File: src/rtl/frame_sink_fifo_pkg.sv
// Shared types for the frame sink: capture state, buffered pixel entry layout,
// and the saturation limit of the drop counter.
package frame_sink_pkg;

   typedef enum logic [1:0] {
      WAIT_SOF = 2'd0,
      CAPTURE  = 2'd1,
      DROP     = 2'd2
   } state_t;

   typedef struct packed {
      logic       sof;
      logic       eol;
      logic [7:0] r;
      logic [7:0] g;
      logic [7:0] b;
   } pix_entry_t;

   localparam int          ENTRY_W  = $bits(pix_entry_t);
   localparam logic [15:0] DROP_MAX = 16'hFFFF;

endpackage

File: src/rtl/frame_sink_fifo_if.sv
// Output stream from the frame sink to the host model.
interface frame_sink_fifo_if;
   // Strict valid/ready: a beat transfers on any rising edge with m_valid && m_ready;
   // while m_valid && !m_ready the master holds m_data/m_sof/m_eol stable and keeps
   // m_valid high; m_valid never depends combinationally on m_ready.
   logic        m_valid;
   logic        m_ready;
   logic [23:0] m_data;
   logic        m_sof;
   logic        m_eol;

   modport master (output m_valid, output m_data, output m_sof, output m_eol, input m_ready);
   modport slave  (input m_valid, input m_data, input m_sof, input m_eol, output m_ready);
endinterface

File: src/rtl/frame_sink_fifo_fifo_sync.sv
// Small synchronous FIFO; head is read straight from the storage flops, so an
// entry written at the end of cycle N is visible from cycle N+1 (no fall-through).
module fifo_sync #(
   parameter int WIDTH = 26,
   parameter int DEPTH = 16
) (
   input  logic                     clk,
   input  logic                     rst_n,
   input  logic                     push,
   input  logic [WIDTH-1:0]         wr_data,
   input  logic                     pop,
   output logic [WIDTH-1:0]         rd_data,
   output logic                     full,
   output logic                     empty,
   output logic [$clog2(DEPTH):0]   count
);
   localparam int AW = $clog2(DEPTH);

   logic [WIDTH-1:0] mem [DEPTH];
   logic [AW-1:0]    wr_ptr;
   logic [AW-1:0]    rd_ptr;
   logic             do_push;
   logic             do_pop;

   // Full is taken from the registered count, so a pop never makes room for a same-cycle push.
   assign full    = (count == (AW+1)'(DEPTH));
   assign empty   = (count == '0);
   assign do_push = push && !full;
   assign do_pop  = pop && !empty;
   assign rd_data = mem[rd_ptr];

   always_ff @(posedge clk) begin
      if (do_push) mem[wr_ptr] <= wr_data;
   end

   always_ff @(posedge clk) begin
      if (!rst_n) begin
         wr_ptr <= '0;
         rd_ptr <= '0;
         count  <= '0;
      end else begin
         if (do_push) wr_ptr <= wr_ptr + 1'b1;
         if (do_pop)  rd_ptr <= rd_ptr + 1'b1;
         case ({do_push, do_pop})
            2'b10:   count <= count + 1'b1;
            2'b01:   count <= count - 1'b1;
            default: count <= count;
         endcase
      end
   end
endmodule

File: src/rtl/frame_sink_fifo.sv
// Captures visible pixels frame by frame into a FIFO; on overflow the rest of
// the frame is discarded and capture resynchronises at the next frame start.
module frame_sink_fifo
   import frame_sink_pkg::*;
#(
   parameter int CORDW = 10,
   parameter int H_RES = 640,
   parameter int V_RES = 480,
   parameter int DEPTH = 16
) (
   input  logic                     clk_pix,
   input  logic                     rst_n,
   input  logic [CORDW-1:0]         sx,
   input  logic [CORDW-1:0]         sy,
   input  logic                     de,
   input  logic [7:0]               sdl_r,
   input  logic [7:0]               sdl_g,
   input  logic [7:0]               sdl_b,
   input  logic                     capture_en,
   input  logic                     clr_ovf,
   frame_sink_fifo_if.master        m_if,
   output logic                     overflow,
   output logic [15:0]              drop_count,
   output logic [7:0]               frame_count,
   output state_t                   state_dbg,
   output logic [$clog2(DEPTH):0]   fifo_count
);
   localparam logic [CORDW-1:0] X_LAST = CORDW'(H_RES - 1);
   localparam logic [CORDW-1:0] Y_LAST = CORDW'(V_RES - 1);

   logic [CORDW-1:0] sx_d, sy_d;
   logic             de_d;
   logic             pix_sof, pix_eol;
   logic             full, empty, pop;
   logic             push, drop;
   state_t           state, next_state;
   pix_entry_t       wr_e, head_e;
   logic [ENTRY_W-1:0] rd_data;

   // Colour arrives one cycle after its coordinates; delay the coordinates to match.
   always_ff @(posedge clk_pix) begin
      if (!rst_n) begin
         sx_d <= '0;
         sy_d <= '0;
         de_d <= 1'b0;
      end else begin
         sx_d <= sx;
         sy_d <= sy;
         de_d <= de;
      end
   end

   assign pix_sof = de_d && (sx_d == '0) && (sy_d == '0);
   assign pix_eol = de_d && (sx_d == X_LAST);
   assign wr_e    = '{sof: pix_sof, eol: pix_eol, r: sdl_r, g: sdl_g, b: sdl_b};

   always_comb begin
      push       = 1'b0;
      drop       = 1'b0;
      next_state = state;
      unique case (state)
         CAPTURE: begin
            if (pix_sof && !capture_en) begin
               next_state = WAIT_SOF;
            end else if (de_d) begin
               if (full) begin
                  drop       = 1'b1;
                  next_state = DROP;
               end else begin
                  push = 1'b1;
               end
            end
         end
         default: begin
            // WAIT_SOF and DROP resync identically at a frame start.
            if (pix_sof) begin
               if (!capture_en) begin
                  next_state = WAIT_SOF;
               end else if (full) begin
                  drop       = 1'b1;
                  next_state = DROP;
               end else begin
                  push       = 1'b1;
                  next_state = CAPTURE;
               end
            end else if (de_d && state == DROP) begin
               drop = 1'b1;
            end
         end
      endcase
   end

   always_ff @(posedge clk_pix) begin
      if (!rst_n) begin
         state       <= WAIT_SOF;
         overflow    <= 1'b0;
         drop_count  <= '0;
         frame_count <= '0;
      end else begin
         state <= next_state;
         if (drop)         overflow <= 1'b1;
         else if (clr_ovf) overflow <= 1'b0;
         if (drop && drop_count != DROP_MAX) drop_count <= drop_count + 1'b1;
         if (push && pix_eol && sy_d == Y_LAST) frame_count <= frame_count + 1'b1;
      end
   end

   assign pop = m_if.m_valid && m_if.m_ready;

   fifo_sync #(.WIDTH(ENTRY_W), .DEPTH(DEPTH)) u_fifo (
      .clk     (clk_pix),
      .rst_n   (rst_n),
      .push    (push),
      .wr_data (wr_e),
      .pop     (pop),
      .rd_data (rd_data),
      .full    (full),
      .empty   (empty),
      .count   (fifo_count)
   );

   assign head_e      = rd_data;
   assign m_if.m_valid = !empty;
   assign m_if.m_data  = {head_e.r, head_e.g, head_e.b};
   assign m_if.m_sof   = head_e.sof;
   assign m_if.m_eol   = head_e.eol;
   assign state_dbg    = state;
endmodule

File: src/flat_wrapper.sv
// flat-port wrapper written by rule: the top's interface ports become plain ports
module frame_sink_fifo_flat import frame_sink_pkg::*;
#(
   parameter int CORDW = 10,
   parameter int H_RES = 640,
   parameter int V_RES = 480,
   parameter int DEPTH = 16
)
  (clk_pix, rst_n, sx, sy, de, sdl_r, sdl_g, sdl_b, capture_en, clr_ovf, overflow, drop_count, frame_count, state_dbg, fifo_count, m_if_m_valid, m_if_m_data, m_if_m_sof, m_if_m_eol, m_if_m_ready);
  frame_sink_fifo_if m_if_i ();
  input  logic clk_pix;
  input  logic rst_n;
  input  logic [CORDW-1:0] sx;
  input  logic [CORDW-1:0] sy;
  input  logic de;
  input  logic [7:0] sdl_r;
  input  logic [7:0] sdl_g;
  input  logic [7:0] sdl_b;
  input  logic capture_en;
  input  logic clr_ovf;
  output logic overflow;
  output logic [15:0] drop_count;
  output logic [7:0] frame_count;
  output state_t state_dbg;
  output logic [$clog2(DEPTH):0] fifo_count;
  output wire logic [$bits(m_if_i.m_valid)-1:0] m_if_m_valid;
  output wire logic [$bits(m_if_i.m_data)-1:0] m_if_m_data;
  output wire logic [$bits(m_if_i.m_sof)-1:0] m_if_m_sof;
  output wire logic [$bits(m_if_i.m_eol)-1:0] m_if_m_eol;
  input wire logic [$bits(m_if_i.m_ready)-1:0] m_if_m_ready;
  assign m_if_m_valid = m_if_i.m_valid;
  assign m_if_m_data = m_if_i.m_data;
  assign m_if_m_sof = m_if_i.m_sof;
  assign m_if_m_eol = m_if_i.m_eol;
  assign m_if_i.m_ready = m_if_m_ready;
  frame_sink_fifo #(.CORDW(CORDW), .H_RES(H_RES), .V_RES(V_RES), .DEPTH(DEPTH)) u_core (.clk_pix(clk_pix), .rst_n(rst_n), .sx(sx), .sy(sy), .de(de), .sdl_r(sdl_r), .sdl_g(sdl_g), .sdl_b(sdl_b), .capture_en(capture_en), .clr_ovf(clr_ovf), .m_if(m_if_i), .overflow(overflow), .drop_count(drop_count), .frame_count(frame_count), .state_dbg(state_dbg), .fifo_count(fifo_count));
endmodule
File: config.mk
export PLATFORM = sky130hd
export DESIGN_NAME = frame_sink_fifo_flat
export DESIGN_NICKNAME = d
export VERILOG_FILES = /design/src/rtl/frame_sink_fifo_pkg.sv /design/src/rtl/frame_sink_fifo_if.sv /design/src/rtl/frame_sink_fifo_fifo_sync.sv /design/src/rtl/frame_sink_fifo.sv /design/src/flat_wrapper.sv
export SDC_FILE = /design/constraint.sdc
export NUM_CORES = 1
export LEC_CHECK = 0
export BUFFER_PORTS_ARGS = -buffer_cell sky130_fd_sc_hd__clkbuf_2
export CAP_MARGIN = 20
export CORE_MARGIN = 4
export CORE_UTILIZATION = 35
export DETAILED_ROUTE_END_ITERATION = 8
export PLACE_DENSITY_LB_ADDON = 0.2
export SYNTH_ARGS = -nofsm -noshare
export SYNTH_HDL_FRONTEND = slang
export SYNTH_HIERARCHICAL = 1
export SYNTH_SLANG_ARGS = --single-unit
File: constraint.sdc
create_clock -name clk_pix -period 4.2 [get_ports clk_pix]
set_clock_uncertainty 0.05 [all_clocks]
set_input_delay 0.21 -clock clk_pix [delete_from_list [all_inputs] [get_ports clk_pix]]
set_output_delay 0.21 -clock clk_pix [all_outputs]
set_load 0.02 [all_outputs]
* Word-level counts from Yosys, hierarchy flattened
Memories as Yosys holds them, arrays and structs flattened. A register that Yosys moved wholly into a read port is not among the register bits.
Index checks and enable logic that the tools add are counted.
** Word-level totals
- Bits in writable memories :: 416
- Memories kept :: 1
- Output and inout bits :: 59
- Word-level logic and storage cells :: 75
- Bits in registers :: 61
- Input port bits :: 50
** Memory list
- u_core.u_fifo.mem :: depth 16, bits a word 26, rd ports 1, clocked after Yosys merged registers in 1, wr ports 1, line frame_sink_fifo_fifo_sync.sv:19 : logic [WIDTH-1:0] mem [DEPTH];
** Cells by class
- Equal/unequal tests :: 10
- Add/subtract/negate cells :: 6
- Multiplexer cells :: 27
- Reductions and logical operators :: 21
** Operators by type and width (number)
- $logic_not 10->1 :: 2
- $mux 1 :: 17
- $add 16x1->16 const B :: 1
- $ne 16x16->1 const B :: 1
- $mux 2 :: 7
- $logic_and 1x1->1 :: 11
- $eq 10x10->1 const B :: 1
- $eq 10x9->1 const B :: 1
- $pmux 5 s2 :: 1
- $add 4x1->4 const B :: 2
- $add 8x1->8 const B :: 1
- $mux 4 :: 2
- $reduce_bool 2->1 :: 3
- $add 5x1->5 const B :: 1
- $eq 5x5->1 const B :: 1
- $logic_not 5->1 :: 1
- $sub 5x1->5 const B :: 1
- $eq 2x1->1 const B :: 2
- $eq 2x2->1 const B :: 2
- $logic_not 1->1 :: 3
- $ne 3x1->1 const B :: 1
- $ne 3x2->1 const B :: 1
- $reduce_and 3->1 :: 1

* Longest topological paths before layout
- Word-level depth :: 9
- Mapped depth :: 17
- Mapped depth without buffers :: 14

* Modules after synthesis
The synthesis kept the hierarchy.
** Modules (own cells, without submodules)
- fifo_sync :: seq. area each 12832.3 sq um, area each 16618.4 sq um, instances 1, cells an instance 706
- frame_sink_fifo :: seq. area each 960.9 sq um, area each 2073.2 sq um, instances 1, cells an instance 232

* Worst setup path after synthesis
No wires, ideal clock.
- Kind :: reg2reg
- Start point :: register u_core.u_fifo.count[2]
- End point :: memory u_core.u_fifo.mem[0][0] (enable)
- Setup slack :: -0.193 ns
- Setup time :: 0.442 ns
- Stages on the path, launching flop included :: 12
- Arrival time :: 3.901 ns
- Clock period less this slack :: 4.393 ns
- Buffers on the path :: 2
- Data required time :: 3.708 ns
- Cells stage by stage :: dfxtp_1 buf_2 or4_1 buf_2 nor2_1 inv_1 nand2_1 or4_1 nand2_1 o21a_1 nand2_1 nor3_1
** On the way
- Word-level cells in the longest chain between the ends :: 8
- Elaborated cells between the ends (all ways) :: 11
- Classes of those cells :: eq/ne (1); mux (8); reduce/logical (2)
** RTL lines
- start: declaration :: line frame_sink_fifo_fifo_sync.sv:15 : output logic [$clog2(DEPTH):0] count
- start signal: assignment :: line frame_sink_fifo_fifo_sync.sv:45 : 2'b10: count <= count + 1'b1;
- start signal: assignment :: line frame_sink_fifo_fifo_sync.sv:46 : 2'b01: count <= count - 1'b1;
- start signal: assignment :: line frame_sink_fifo_fifo_sync.sv:47 : default: count <= count;
- $eq 5x5->1 * :: line frame_sink_fifo_fifo_sync.sv:26 : assign full = (count == (AW+1)'(DEPTH));
- net u_core.full :: line frame_sink_fifo.sv:34 : logic full, empty, pop;
- $mux 1 * :: line frame_sink_fifo.sv:66, frame_sink_fifo.sv:79
- $mux 1 (on tied branches) :: line frame_sink_fifo.sv:77, frame_sink_fifo.sv:65
- $mux 1 (on tied branches) :: line frame_sink_fifo.sv:76, frame_sink_fifo.sv:63
- $mux 1 * :: line frame_sink_fifo.sv:61 : unique case (state)
- net u_core.push :: line frame_sink_fifo.sv:35 : logic push, drop;
- $logic_and 1x1->1 * :: line frame_sink_fifo_fifo_sync.sv:28 : assign do_push = push && !full;
- $mux 1 * :: line frame_sink_fifo_fifo_sync.sv:33 : if (do_push) mem[wr_ptr] <= wr_data;
- $mux 1 (implied by the code) * :: line frame_sink_fifo_fifo_sync.sv:33
- end: declaration :: line frame_sink_fifo_fifo_sync.sv:19
The timed path passes the listed nets; every way through them passes the cells marked *.

* Worst setup path in the final report
- Start point :: register u_core.u_fifo.count[0]
- End point :: register u_core.u_fifo.count[2]
** On the way
- Word-level cells in the longest chain between the ends :: 8
- Elaborated cells between the ends (all ways) :: 19
- Classes of those cells :: add/sub (2); eq/ne (3); mux (7); reduce/logical (7)
** RTL lines
- $eq 5x5->1 * :: line frame_sink_fifo_fifo_sync.sv:26
- net u_core.full :: line frame_sink_fifo.sv:34
- $mux 1 * :: line frame_sink_fifo.sv:66, frame_sink_fifo.sv:79
- $mux 1 (on tied branches) :: line frame_sink_fifo.sv:77, frame_sink_fifo.sv:65
- $mux 1 (on tied branches) :: line frame_sink_fifo.sv:76, frame_sink_fifo.sv:63
- $mux 1 * :: line frame_sink_fifo.sv:61
- net u_core.push :: line frame_sink_fifo.sv:35
- $logic_and 1x1->1 * :: line frame_sink_fifo_fifo_sync.sv:28
- $eq 2x1->1 or $eq 2x2->1 (tied branches) :: line frame_sink_fifo_fifo_sync.sv:44 : case ({do_push, do_pop})
- $pmux 5 s2 or $reduce_bool 2->1 (tied branches)
Marks and branches as above.
A chain may end at the register's enable or synchronous reset.

==> reports/qor.yml <==
global_route:
  grt_pass1_wl_mm: 63.0
  overflow: 0
  grt_pass1_vias: 10138
  grt_util_all_layers_pct: 14.5
  antenna_found_initial: 0
  grt_max_degree: 63
clock_tree:
  cts_max_level: 2
  cts_buffers: 53
  cts_tree: "yes"
  clock_path_buffers: 3
  postCtsSetupRepairBufs: 0
  cts_root_buffer: "clkbuf_16"
  cts.reportedPaths.clkPinSlew_ps: 60
  clk_latency_ps: 600
  cts_sinks: 481
  cts_hold_buf: 44
  post_cts_resized: 0
place:
  io_buffer_count: 108
  dp_hpwl_mm: 24.6
  place_inst: 1719
  placed_area_mm2: 0.0204
  pre_cts_slack_ps: 473
  place.gp.congestion: 0.730
die:
  rows: 84
  core_area_mm2: 0.0528
  dieArea_mm2: 0.0572
  ios: 109
  die_w_um: 239
  start_util_pct: 35.4
  die_h_um: 239
setup_path:
  crit_fanout: 6
  required_ps: 4650
  startpoint_type: "register"
  critical_path_arrival_ps: 4210
  path_class: "reg2reg"
  endpoint_kind: "register"
routing:
  wl_mm: 41.2
  routedWlPerCell_um: 22.2
  drc_errors: 0
  dr.first_iter.drc_count: 449
  routed-via-count: 9480
  vias_per_cell: 5.09
  drt-pass1-iter-count: 5
  postRouteAntennaNets: 0
cells_and_area:
  drive_gt1_share_pct: 32.3
  instances_no_fill: 1861
  layout_commonest_cell: "edfxtp_1"
  area_growth_syn_to_layout_pct: 20.6
  final_cell_mix: "edfxtp_1, mux4_2, clkbuf_2"
  postLayoutCellArea_mm2: 0.0225
  nets: 1190
  n_fill_cell: 4687
sta:
  fin_crit_sh_pct: 89.5
  slew_violations: 0
  setup-tns-final_ps: 0
  max_slew_margin_pct: 33.0
  finalSetupViolations: 0
  grt_setup_unrepaired: "false"
  fmax_mhz: 266
  final.setup.worst_slack_ps: 440
  tightest_slew_ps: 1000
  post-route-min-period_ps: 3760
  hold_viol_final: 0
synthesis:
  netlist_area_mm2: 0.0187
  ys_types: 54
  syn_nets: 998
  avgSynthCellArea_um2: 19.9
  synth_edf_count: 416
  synth_ff_type: "edfxtp_1"
  syn_inst: 938
  ys_seq_area_share_pct: 73.8
  synth-warning-count: 6
  ys_async_sr_fraction_pct: 0
  ys_seq_elements: 481
pwr:
  power_density_mw_per_mm2: 445
  p_leak_nw: 7.25
  ir_drop_uv: 306
min_path:
  hold_class: "in2reg"
job:
  maxCapViolations: 0
outcome:
  status: "finished clean"
==> final timing paths <==
path                                        startpoint                        to  depth (start not counted)  slack (ps)
worst min-delay path                          sdl_g[5]  u_core/u_fifo/mem[7][13]                          1          30
worst max register to register  u_core/u_fifo/count[0]    u_core/u_fifo/count[2]                         13         440
worst max-delay path            u_core/u_fifo/count[0]    u_core/u_fifo/count[2]                         13         440
worst min register to register   u_core/frame_count[1]     u_core/frame_count[1]                          2         440
==> area by class of cell <==
cell class | instances | area [um2] | share of cell area, %
inverters | 19 | 71.3 | 0.317
clock buffers | 69 | 1430 | 6.35
repair buffers | 182 | 1360 | 6.02
flip-flops and latches | 481 | 13800 | 61.3
multi-input cells | 393 | 4720 | 21.0
clock inverters | 28 | 284 | 1.26
diodes | 1 | 2.50 | 0.0111
well taps | 688 | 861 | 3.82
==> registers in the layout, indices dropped and copies added (netlist names), named ones only <==
name and flops:
u_core/u_fifo/mem 416, u_core/drop_count 16, u_core/sx_d 10, u_core/sy_d 10, u_core/frame_count 8, u_core/u_fifo/count 5
u_core/u_fifo/rd_ptr 4, u_core/u_fifo/wr_ptr 4, u_core/state_dbg 2, u_core/de_d 1, u_core/overflow 1
==> cell families after synthesis <==
family,count (synthesis),share of synthesized area [%]
flip-flops,481,73.8
AND/OR/NAND/NOR,160,4.63
multiplexers,133,15.8
AO/OA/AOI/OAI,79,2.93
buffers and inverters,64,1.63
XOR/XNOR,11,0.515
adder cells (fa/ha/maj),10,0.669
==> per-layer routing <==
metal / track usage, % / vias to the layer above / routed length [um]
met5: 0 / - / 0
li1: - / 4231 / -
met3: 3.48 / 68 / 2050
met1: 19.5 / 4979 / 18000
met2: 24.3 / 202 / 20400
met4: 3.29 / 0 / 791
==> synthesized netlist by cell type (7+ instances only) <==
| cell type | n | area [um2] |
|---|---|---|
| or4_1 | 9 | 67.6 |
| nor2_1 | 34 | 128 |
| and2_1 | 26 | 163 |
| a21oi_1 | 25 | 125 |
| nand3_1 | 13 | 65.1 |
| dfxtp_1 | 65 | 1300 |
| buf_6 | 7 | 78.8 |
| buf_2 | 9 | 45.0 |
| nand2_1 | 27 | 101 |
| clkbuf_1 | 24 | 90.1 |
| ha_1 | 10 | 125 |
| inv_1 | 18 | 67.6 |
| mux4_2 | 130 | 2930 |
| o21a_1 | 11 | 82.6 |
| edfxtp_1 | 416 | 12500 |
| nor3_1 | 12 | 60.1 |
| o31ai_1 | 7 | 52.6 |
==> worst max-delay path, stage by stage (launching register included) <==
cell,delay [ps]
dfxtp_1,370
or4_1,680
nor2_1,350
inv_1,120
o2111ai_1,220
nand2_1,240
o21a_1,250
inv_2,130
ha_1,200
xor2_1,160
ha_1,220
nor3_1,80
or4_1,470
a21oi_1,140
==> report_power, final <==
part	total, mW	internal, mW	switching, mW
clock	4.52	2.66	1.86
combinational	0.284	0.130	0.154
sequential	5.21	5.19	0.0221
total	10.0	7.98	2.04
==> stage by stage <==
step | hold slack, ps | util, % | power [mW]
3_5_place_dp | 381 | 38.6 | 5.58
5_1_grt | 36.0 | 42.7 | 10.4
2_1_floorplan | 259 | - | 5.45
3_3_place_gp | 388 | 38.6 | 5.57
4_1_cts | 0.0436 | 42.7 | 10.2
6_report | 25.4 | 42.7 | 10.0
Note: power is estimated with default switching activity, not from simulation.
